<file path="config.mk">
export PLATFORM = sky130hd
export DESIGN_NAME = hazard_ctrl
export DESIGN_NICKNAME = d
export VERILOG_FILES = /design/src/rtl/hazard_ctrl_pkg.sv /design/src/rtl/sat_counter.sv /design/src/rtl/hazard_ctrl.sv
export SDC_FILE = /design/constraint.sdc
export NUM_CORES = 1
export LEC_CHECK = 0
export CORE_MARGIN = 1
export CORE_UTILIZATION = 25
export DETAILED_ROUTE_END_ITERATION = 7
export GPL_TIMING_DRIVEN = 0
export PLACE_DENSITY = 0.45
export SLEW_MARGIN = 20
export SYNTH_ARGS = -nofsm -noshare
export SYNTH_HDL_FRONTEND = slang
export SYNTH_HIERARCHICAL = 1
export SYNTH_SLANG_ARGS = --single-unit
</file>
<file path="constraint.sdc">
create_clock -name clk_i -period 4.8 [get_ports clk_i]
set_clock_uncertainty 0.05 [all_clocks]
set_input_delay 0.48 -clock clk_i [delete_from_list [all_inputs] [get_ports clk_i]]
set_output_delay 0.48 -clock clk_i [all_outputs]
set_load 0.02 [all_outputs]
</file>
<file path="src/rtl/hazard_ctrl_pkg.sv">
// Shared definitions for the pipeline hazard sequencer: state encodings and
// bit positions of the internal pipeline write-enable vector.
package hazard_ctrl_pkg;

   localparam int unsigned ST_W = 2;

   localparam logic [ST_W-1:0] ST_RUN      = 2'd0;
   localparam logic [ST_W-1:0] ST_MEM_WAIT = 2'd1;
   localparam logic [ST_W-1:0] ST_FLUSH    = 2'd2;

   localparam int unsigned EN_PC    = 0;
   localparam int unsigned EN_IFID  = 1;
   localparam int unsigned EN_IDEX  = 2;
   localparam int unsigned EN_EXMEM = 3;
   localparam int unsigned EN_W     = 4;

endpackage

</file>
<file path="src/rtl/sat_counter.sv">
// Saturating event counter with synchronous clear; clear wins over increment.
module sat_counter #(
   parameter int unsigned W = 16
) (
   input  logic         clk_i,
   input  logic         rst_i,
   input  logic         inc_i,
   input  logic         clr_i,
   output logic [W-1:0] cnt_o
);

   logic [W-1:0] cnt_q;

   always_ff @(posedge clk_i or posedge rst_i) begin
      if (rst_i) begin
         cnt_q <= '0;
      end else if (clr_i) begin
         cnt_q <= '0;
      end else if (inc_i && (cnt_q != {W{1'b1}})) begin
         cnt_q <= cnt_q + W'(1);
      end
   end

   assign cnt_o = cnt_q;

endmodule

</file>
<file path="src/rtl/hazard_ctrl.sv">
// Five-stage pipeline sequencer: load-use bubbles, branch/jump flushes and
// data-memory freezes, with a sticky wait timeout and stall/flush counters.
module hazard_ctrl
   import hazard_ctrl_pkg::*;
#(
   parameter int unsigned FLUSH_CYCLES = 1,
   parameter int unsigned MAX_WAIT     = 16,
   parameter int unsigned CNT_W        = 16
) (
   input  logic             clk_i,
   input  logic             rst_i,
   input  logic             IDEX_MemRead_i,
   input  logic [4:0]       IDEX_Rt_i,
   input  logic [4:0]       IFID_Rs_i,
   input  logic [4:0]       IFID_Rt_i,
   input  logic             IFID_UsesRt_i,
   input  logic             BranchTaken_i,
   input  logic             Jump_i,
   input  logic             dmem_busy_i,
   input  logic             clr_i,
   output logic             PC_Write_o,
   output logic             IFID_Write_o,
   output logic             IFID_Flush_o,
   output logic             IDEX_Bubble_o,
   output logic             IDEX_Write_o,
   output logic             EXMEM_Write_o,
   output logic             timeout_o,
   output logic [CNT_W-1:0] stall_cnt_o,
   output logic [CNT_W-1:0] flush_cnt_o
);

   localparam int unsigned FL_W   = 2;
   localparam int unsigned WAIT_W = 8;

   logic [ST_W-1:0]   state_q, state_d;
   logic [FL_W-1:0]   flush_left_q, flush_left_d;
   logic [WAIT_W-1:0] wait_cnt_q, wait_cnt_d;
   logic              timeout_q, timeout_d;
   logic [EN_W-1:0]   wr_en;
   logic              flush, bubble;
   logic              load_use, pending, redirect;

   assign load_use = IDEX_MemRead_i && (IDEX_Rt_i != 5'd0) &&
                     ((IDEX_Rt_i == IFID_Rs_i) || (IFID_UsesRt_i && (IDEX_Rt_i == IFID_Rt_i)));

   // A flush still owed survives a freeze in flush_left; ID holds a nop meanwhile.
   assign pending  = (state_q != ST_RUN) && (flush_left_q != '0);
   assign redirect = (BranchTaken_i || Jump_i) && (state_q != ST_FLUSH) && !pending;

   always_comb begin
      state_d      = ST_RUN;
      flush_left_d = flush_left_q;
      wait_cnt_d   = '0;
      timeout_d    = timeout_q;
      wr_en        = '1;
      flush        = 1'b0;
      bubble       = 1'b0;

      if (dmem_busy_i) begin
         wr_en      = '0;
         state_d    = ST_MEM_WAIT;
         wait_cnt_d = (wait_cnt_q == WAIT_W'(MAX_WAIT)) ? wait_cnt_q : wait_cnt_q + WAIT_W'(1);
      end else if (load_use) begin
         wr_en[EN_PC]   = 1'b0;
         wr_en[EN_IFID] = 1'b0;
         bubble         = 1'b1;
      end else if (redirect) begin
         flush        = 1'b1;
         flush_left_d = FL_W'(FLUSH_CYCLES - 1);
      end else if (pending) begin
         flush        = 1'b1;
         flush_left_d = flush_left_q - FL_W'(1);
      end

      if (!dmem_busy_i && (flush_left_d != '0)) begin
         state_d = ST_FLUSH;
      end

      if (clr_i) begin
         timeout_d = 1'b0;
      end else if (dmem_busy_i && (wait_cnt_d == WAIT_W'(MAX_WAIT))) begin
         timeout_d = 1'b1;
      end

      // Reset releases every pipeline register regardless of the request inputs.
      if (rst_i) begin
         wr_en  = '1;
         flush  = 1'b0;
         bubble = 1'b0;
      end
   end

   always_ff @(posedge clk_i or posedge rst_i) begin
      if (rst_i) begin
         state_q      <= ST_RUN;
         flush_left_q <= '0;
         wait_cnt_q   <= '0;
         timeout_q    <= 1'b0;
      end else begin
         state_q      <= state_d;
         flush_left_q <= flush_left_d;
         wait_cnt_q   <= wait_cnt_d;
         timeout_q    <= timeout_d;
      end
   end

   assign PC_Write_o    = wr_en[EN_PC];
   assign IFID_Write_o  = wr_en[EN_IFID];
   assign IDEX_Write_o  = wr_en[EN_IDEX];
   assign EXMEM_Write_o = wr_en[EN_EXMEM];
   assign IFID_Flush_o  = flush;
   assign IDEX_Bubble_o = bubble;
   assign timeout_o     = timeout_q;

   sat_counter #(.W(CNT_W)) u_stall_cnt (
      .clk_i (clk_i),
      .rst_i (rst_i),
      .inc_i (~wr_en[EN_PC]),
      .clr_i (clr_i),
      .cnt_o (stall_cnt_o)
   );

   sat_counter #(.W(CNT_W)) u_flush_cnt (
      .clk_i (clk_i),
      .rst_i (rst_i),
      .inc_i (flush),
      .clr_i (clr_i),
      .cnt_o (flush_cnt_o)
   );

endmodule

</file>
==> summary.md, run 1 <==
| Metric | Value |
|---|---|
| Status | complete, but fails checks |
| Failing checks | design-rule violations |
| Hold Path Class | flop to flop |
| Tot GR Track Use | 13.3% |
| Maximum vdd drop | 0.000167 V |
| WP data arrival | 3.82 ns |
| Top FF cell, synth | dfrtp_1 |
| Die Area | 11600 um^2 |
| Synth area leaders | dfrtp_1 (40%), a21oi_1 (4.9%), xnor2_1 (3.8%) |
| CP Launch Type | input pin |
| Reg2Reg Launch Point | flush_left_q[0] |
| Post-route DRC | 3 |
| Max-cap violation count | 0 |
| # IOs | 62 |
| Final nets | 400 |
| Seq/Total Area, Yosys | 40.4% |
| Synth cell count leaders | dfrtp_1 (45), a21oi_1 (27), nand3_1 (20) |
| Total gr overflow | 0 |
| Critical hold path startpoint | timeout_o |
| First-pass GRT wire length | 12300 um |
| # hold bufs at CTS | 0 |
| Syn Nets | 332 |
| Final WL | 7220 um |
| Root buf cell | clkbuf_8 |
| Final hold violation count | 0 |
| Cell area after synthesis | 2790 um^2 |
| Layout cell share with drive strength beyond 1 | 7.80% |
| Row cnt | 38 |
| # setup viols final | 0 |
| Clock Sink Count | 45 |
| Area leader, netlist | dfrtp_1 |
| Leak Pwr | 1.35 nW |
| Most instantiated library cell after synthesis | dfrtp_1 |
| Initial antenna violation count | 0 |
| CP Max Fanout | 8 |
| Number of placed cells counting well taps | 505 |
| Gpl congestion | 0.745 |
| Internal power | 0.620 mW |
| DIE HEIGHT | 108 um |
| Sequential share of power | 48.6% |
| Share of the synthesized area in the top cell type | 40.4% |
| Via count | 2556 |
| Antenna fix cells | 0 |
| Wirelength per Cell | 14.1 um |
| CP Launch Point | IDEX_Rt_i[1] |
| Warnings, synthesis | 6 |
| Normalized max-slew margin | 53.5% |
| Die Wd | 108 um |
| Final non-filler cell total | 512 |
| Remaining antenna violation count | 0 |
| Post-synthesis register bit count | 45 |
| Setup TNS | 0 ns |
| Worst Reg-to-Reg Cells | 11 |
| Drt first pass iters | 6 |
| DPL Wire Length | 5360 um |
| Core Region | 10800 um^2 |
| Switching part of the total | 26.8% |
| Number of synthesized flops with an enable pin | 0 |
| Worst-Skew Late Latency | 0.29 ns |
| Port Buf Inserts | 61 |
| Post-CTS Setup Bufs | 0 |
| Initial DRC Count | 144 |
| Clk slew on worst S/H paths | 0.09 ns |
| Comb pwr share | 18.0% |
| RSZ-0062 raised after global routing | no |
| Net Sw Power | 0.227 mW |
| DR vias/cell | 4.99 |
| CTS tree | done |
| Count of cells resized by post-cts repair | 0 |
| # H-tree levels | 2 |
| Crit path to | u_flush_cnt/cnt_o[13] |
| Flop-to-flop setup slack | 1.66 ns |
| Crit share post-route | 76.0% |
| Cell count after synthesis | 304 |
| Yosys cell types | 45 |
| CTS Buffer Depth | 2 |
| Min Clock Period, post-route | 3.65 ns |
| Syn avg cell area | 9.16 um^2 |
| Capturing point of the worst reg2reg path | u_flush_cnt/cnt_o[13] |
| FFs w/ async S/R, synth | 100% |
| Number of global-route vias before repair | 2515 |
| Largest net degree at the start of global routing | 17 |
| Worst-Margin Slew | 0.691 ns |
| Fmax achieved | 0.274 GHz |
| Pins Over Slew Limit | 0 |
| Crit end category | flop |
| WS Path Type | input pin to flop |
| Num CTS Buffers | 5 |
| Area Growth Syn to Fin | 31.9% |
| Clk network pwr share | 33.4% |
| PD cells | 231 nW/um^2 |
| Initial core utilization | 25.7% |
| CP required | 4.97 ns |
-- state kept, by name, summed over array words and instances (netlist names) --
register	flops
u_flush_cnt/cnt_o	16
flush_left_q	2
state_q	2
timeout_o	1
wait_cnt_q	8
u_stall_cnt/cnt_o	16
-- cells by family after synthesis --
group                    share of synthesized area, %
AO/OA/AOI/OAI                                    14.6
XOR/XNOR                                         5.66
adder cells (fa/ha/maj)                          2.25
buffers and inverters                            4.90
flip-flops                                       40.4
multiplexers                                     3.05
AND/OR/NAND/NOR                                  29.1
-- final cells by class --
| type | instances | area, um^2 |
|---|---|---|
| Clock inverter | 2 | 35.0 |
| Inverter | 12 | 45.0 |
| Clock buffer | 5 | 68.8 |
| Timing Repair Buffer | 61 | 611 |
| Fill cell | 1130 | 7170 |
| Buffer | 13 | 91.3 |
| Sequential cell | 45 | 1130 |
| Multi-Input combinational cell | 234 | 1520 |
| Tap cell | 140 | 175 |
-- layer usage --
| layer | share of wire, % | vias to the layer above | track usage [%] |
|---|---|---|---|
| met4 | 0.58 | 0 | 3.62 |
| met3 | 2.9 | 2 | 2.60 |
| met2 | 48 | 38 | 22.3 |
| li1 | - | 1276 | - |
| met1 | 49 | 1240 | 17.4 |
| met5 | 0 | - | 0 |
-- cells in the final DEF (no fill, tap or decap), types with 9 or more instances in the layout --
master	Yosys	routed
inv_1	12	12
or4_1	13	13
nor2_1	18	18
nand2_1	18	18
xnor2_1	12	12
a21oi_1	27	27
o31ai_1	10	10
or3_1	12	12
o21ai_0	13	13
nand4_1	9	9
clkdlybuf4s50_1	0	61
nand3_1	20	20
dfrtp_1	45	45
nor3_1	11	11
-- worst max-delay path, stage by stage --
cell and delay (ns):
clkdlybuf4s50_1 0.47, or4_1 0.55, o21a_1 0.24, a211oi_1 0.38
and2_1 0.20, clkbuf_2 0.20, nand3_1 0.23, or4_4 0.52
or4_1 0.41, a21oi_1 0.14
-- power by group through the flow --
| stage | Sequential, mW | Clock [mW] | Combinational, mW |
|---|---|---|---|
| global placement | 0.419 | 0 | 0.153 |
| finish | 0.412 | 0.283 | 0.152 |
| floorplan | 0.418 | 0 | 0.0956 |
| CTS | 0.412 | 0.297 | 0.156 |
| detailed placement | 0.419 | 0 | 0.155 |
| global route | 0.415 | 0.312 | 0.173 |
-- metrics by stage --
| step | power, mW | hold WS (ns) | utilization (%) | setup slack, ns | instance area (um^2) |
|---|---|---|---|---|---|
| after floorplan | 0.514 | 0.327 | - | 1.50 | 2790 |
| after global routing | 0.899 | 0.497 | 33.9 | 0.851 | 3670 |
| after CTS | 0.864 | 0.465 | 33.9 | 1.15 | 3670 |
| after global placement | 0.572 | 0.428 | 32.9 | 0.815 | 3570 |
| final | 0.847 | 0.459 | 33.9 | 1.15 | 3670 |
| after detailed placement | 0.574 | 0.437 | 32.9 | 0.839 | 3570 |
-- worst min path at each step --
stage	slack, ns	depth (start not counted)	endpoint
after floorplan	0.33	1	flush_left_q[0]
after global placement	0.43	2	timeout_o
after detailed placement	0.44	2	timeout_o
after CTS	0.47	2	timeout_o
after global routing	0.50	2	timeout_o
final	0.46	2	timeout_o
Note: power is estimated with default switching activity, not from simulation.
==> run 2: changes to the inputs <==
==> constraint.sdc (replaced) <==
create_clock -name clk_i -period 3.7 [get_ports clk_i]
set_clock_uncertainty 0.05 [all_clocks]
set_input_delay 0.37 -clock clk_i [delete_from_list [all_inputs] [get_ports clk_i]]
set_output_delay 0.37 -clock clk_i [all_outputs]
set_load 0.02 [all_outputs]
==> run 2 against run 1 <==
The flow still finishes with violations (design-rule violations). Cell count unchanged. Sequential power grew 30%. Clock power up 30%. Flip-flop and latch count stayed put. Largest cell class unchanged. Largest power group unchanged.
==> summary.md, run 2 (synthesis gave the netlist of run 1 again) <==
| Metric | Value |
|---|---|
| Post-CTS Setup Bufs | 0 (unchanged) |
| Port Buf Inserts | 61 (unchanged) |
| Gpl congestion | 0.745 (unchanged) |
| Clock Sink Count | 45 (unchanged) |
| Wirelength per Cell | 14.1 um (about the same) |
| CP Max Fanout | 8 (unchanged) |
| Worst-Margin Slew | 0.691 ns (about the same) |
| PD cells | 299 nW/um^2 (was 231 nW/um^2) |
| Most frequent cells in the layout | clkdlybuf4s50_1 (61), dfrtp_1 (45), a21oi_1 (27) (unchanged) |
| WP data arrival | 3.61 ns (was 3.82 ns) |
| Pre-CTS setup slack | -0.151 ns (was 0.839 ns) |
| Initial DRC Count | 128 (was 144) |
| WP buf/inv | 2 (unchanged) |
| Drt first pass iters | 6 (unchanged) |
| Pins Over Slew Limit | 0 (unchanged) |
| Antenna fix cells | 0 (unchanged) |
| Min Clock Period, post-route | 3.44 ns |
| Number of global-route vias before repair | 2515 (unchanged) |
| Final WL | 7230 um (was 7220 um) |
| Final hold slack | 0.459 ns (unchanged) |
| Final non-filler cell total | 512 (unchanged) |
| Area Growth Syn to Fin | 32.1% (was 31.9%) |
| DIE HEIGHT | 108 um (unchanged) |
| Leak Pwr | 1.35 nW (about the same) |
| Crit-path most repeated cell | or4_1 (unchanged) |
| Final nets | 400 (unchanged) |
| Worst-Skew Late Latency | 0.29 ns (about the same) |
| Via count | 2558 (was 2556) |
| CTS tree | done (unchanged) |
| Final hold violation count | 0 (unchanged) |
| DR vias/cell | 5.00 (was 4.99) |
| # hold bufs at CTS | 0 (unchanged) |
| Initial core utilization | 25.7% (unchanged) |
| Normalized max-slew margin | 53.5% (about the same) |
| # setup viols final | 0 (unchanged) |
| Maximum vdd drop | 0.000217 V (was 0.000167 V) |
| Row cnt | 38 (unchanged) |
| Met3 WL | 197 um (was 210 um) |
| Slowest stage delay, CP | 0.55 ns (about the same) |
| Total gr overflow | 0 (unchanged) |
| Slowest stage cell, crit path | or4_1 (unchanged) |
| Remaining antenna violation count | 0 (unchanged) |
| Crit share post-route | 92.9% |
| Core Region | 10800 um^2 (unchanged) |
| Largest net degree at the start of global routing | 17 (unchanged) |
| Num CTS Buffers | 5 (unchanged) |
| Status | complete, but fails checks (unchanged) |
| WS Path Type | input pin to flop (unchanged) |
| Cell family with most CP delay | simple AND/OR/NAND/NOR gates (unchanged) |
| Number of placed cells counting well taps | 505 (unchanged) |
| Post-route DRC | 3 (unchanged) |
| Tot GR Track Use | 13.3% (unchanged) |
| Crit end category | flop (unchanged) |
| Top Metal Used | met4 (unchanged) |
| Failing checks | design-rule violations (unchanged) |
| Worst setup margin | 0.262 ns (was 1.15 ns) |
| CTS Buffer Depth | 2 (unchanged) |
| Hold Path Class | flop to flop (unchanged) |
| Layout cell share with drive strength beyond 1 | 8.06% (was 7.80%) |
| Root buf cell | clkbuf_8 (unchanged) |
| Critical Path, Cell by Cell | clkdlybuf4s50_1, or4_1, o21a_1, a211oi_2, and2_1, clkbuf_2, nand3_1, or4_4, or4_1, a21oi_1 (was clkdlybuf4s50_1, or4_1, o21a_1, a211oi_1, and2_1, clkbuf_2, nand3_1, or4_4, or4_1, a21oi_1) |
| First-pass GRT wire length | 12300 um (unchanged) |
| Initial antenna violation count | 0 (unchanged) |
| # H-tree levels | 2 (unchanged) |
| Die Area | 11600 um^2 (unchanged) |
| DPL Wire Length | 5360 um (unchanged) |
| # IOs | 62 (unchanged) |
| RSZ-0062 raised after global routing | no (unchanged) |
| Fmax achieved | 0.291 GHz |
| Most common cell after layout, fill and taps aside | clkdlybuf4s50_1 (unchanged) |
| CP required | 3.88 ns (was 4.97 ns) |
| M1 wire length | 3530 um (was 3520 um) |
| Max-cap violation count | 0 (unchanged) |
| Met2 Routed Length | 3460 um (was 3450 um) |
| Count of cells resized by post-cts repair | 0 (unchanged) |
| Setup TNS | 0 ns (unchanged) |
| Fill cells | 1130 (unchanged) |
| CP Launch Type | input pin (unchanged) |
| Clk slew on worst S/H paths | 0.09 ns (about the same) |
| Die Wd | 108 um (unchanged) |
-- run 2: cell type report --
class / count / area, um^2 / area share (%)
Clock buffer: 5 / 68.8 / 1.87
Timing Repair Buffer: 61 / 611 / 16.6
Sequential cell: 45 / 1130 / 30.6
Clock inverter: 2 / 35.0 / 0.952
Multi-Input combinational cell: 234 / 1530 / 41.5
Buffer: 13 / 91.3 / 2.48
Inverter: 12 / 45.0 / 1.22
Tap cell: 140 / 175 / 4.76
-- run 2: per-stage QoR --
stage	util (%)	power, mW	instance area [um^2]
after global routing	33.9	1.17	3680
final	33.9	1.10	3680
after CTS	33.9	1.12	3670
after floorplan	-	0.666	2790
after global placement	32.9	0.743	3570
after detailed placement	32.9	0.745	3570
-- run 2: path summary, 6_finish.rpt --
kind	depth (start not counted)	slack, ns	endpoint	start
setup / recovery	10	0.26	u_flush_cnt/cnt_o[13]	IDEX_Rt_i[1]
hold / removal	2	0.46	timeout_o	timeout_o
setup reg to reg	11	0.66	u_flush_cnt/cnt_o[13]	flush_left_q[0]
hold reg to reg	2	0.46	timeout_o	timeout_o
max in group asynchronous	2	2.58	u_stall_cnt/cnt_o[6]	rst_i
min in group asynchronous	2	0.54	wait_cnt_q[2]	rst_i
-- run 2: routing by layer --
layer	global-route usage (%)	up-vias
li1	-	1275
met1	17.4	1245
met2	22.3	36
met3	2.60	2
met4	3.62	0
met5	0	-
-- run 2: power by group --
group / switching (mW) / leakage, nW / internal [mW] / total [mW]
Sequential: 0.0210 / 0.621 / 0.513 / 0.534
Combinational: 0.103 / 0.673 / 0.0958 / 0.199
Clock: 0.172 / 0.0540 / 0.197 / 0.368
-- run 2: worst register-to-register path, delay by kind of cell (launching register included) --
family	cells	cell delay, ns
fa+ha+maj	1	0.23
simple gates	4	1.34
flops	1	0.40
buf+inv	2	0.27
compound gates	4	0.69
==> run 3: changes to the inputs <==
==> constraint.sdc (replaced) <==
create_clock -name clk_i -period 4.1 [get_ports clk_i]
set_clock_uncertainty 0.05 [all_clocks]
set_input_delay 0.41 -clock clk_i [delete_from_list [all_inputs] [get_ports clk_i]]
set_output_delay 0.41 -clock clk_i [all_outputs]
set_load 0.02 [all_outputs]
==> results of run 3 <==
Same layout as run 1 (identical final DEF). Status: complete, but fails checks: design-rule violations.
Main changes from that run: setup slack after placement 0.839 ns -> 0.209 ns; setup slack after layout 1.15 ns -> 0.523 ns; register-to-register setup slack 1.66 ns -> 0.96 ns; total power 0.847 mW -> 0.992 mW; worst IR drop on VDD 0.000167 V -> 0.000196 V
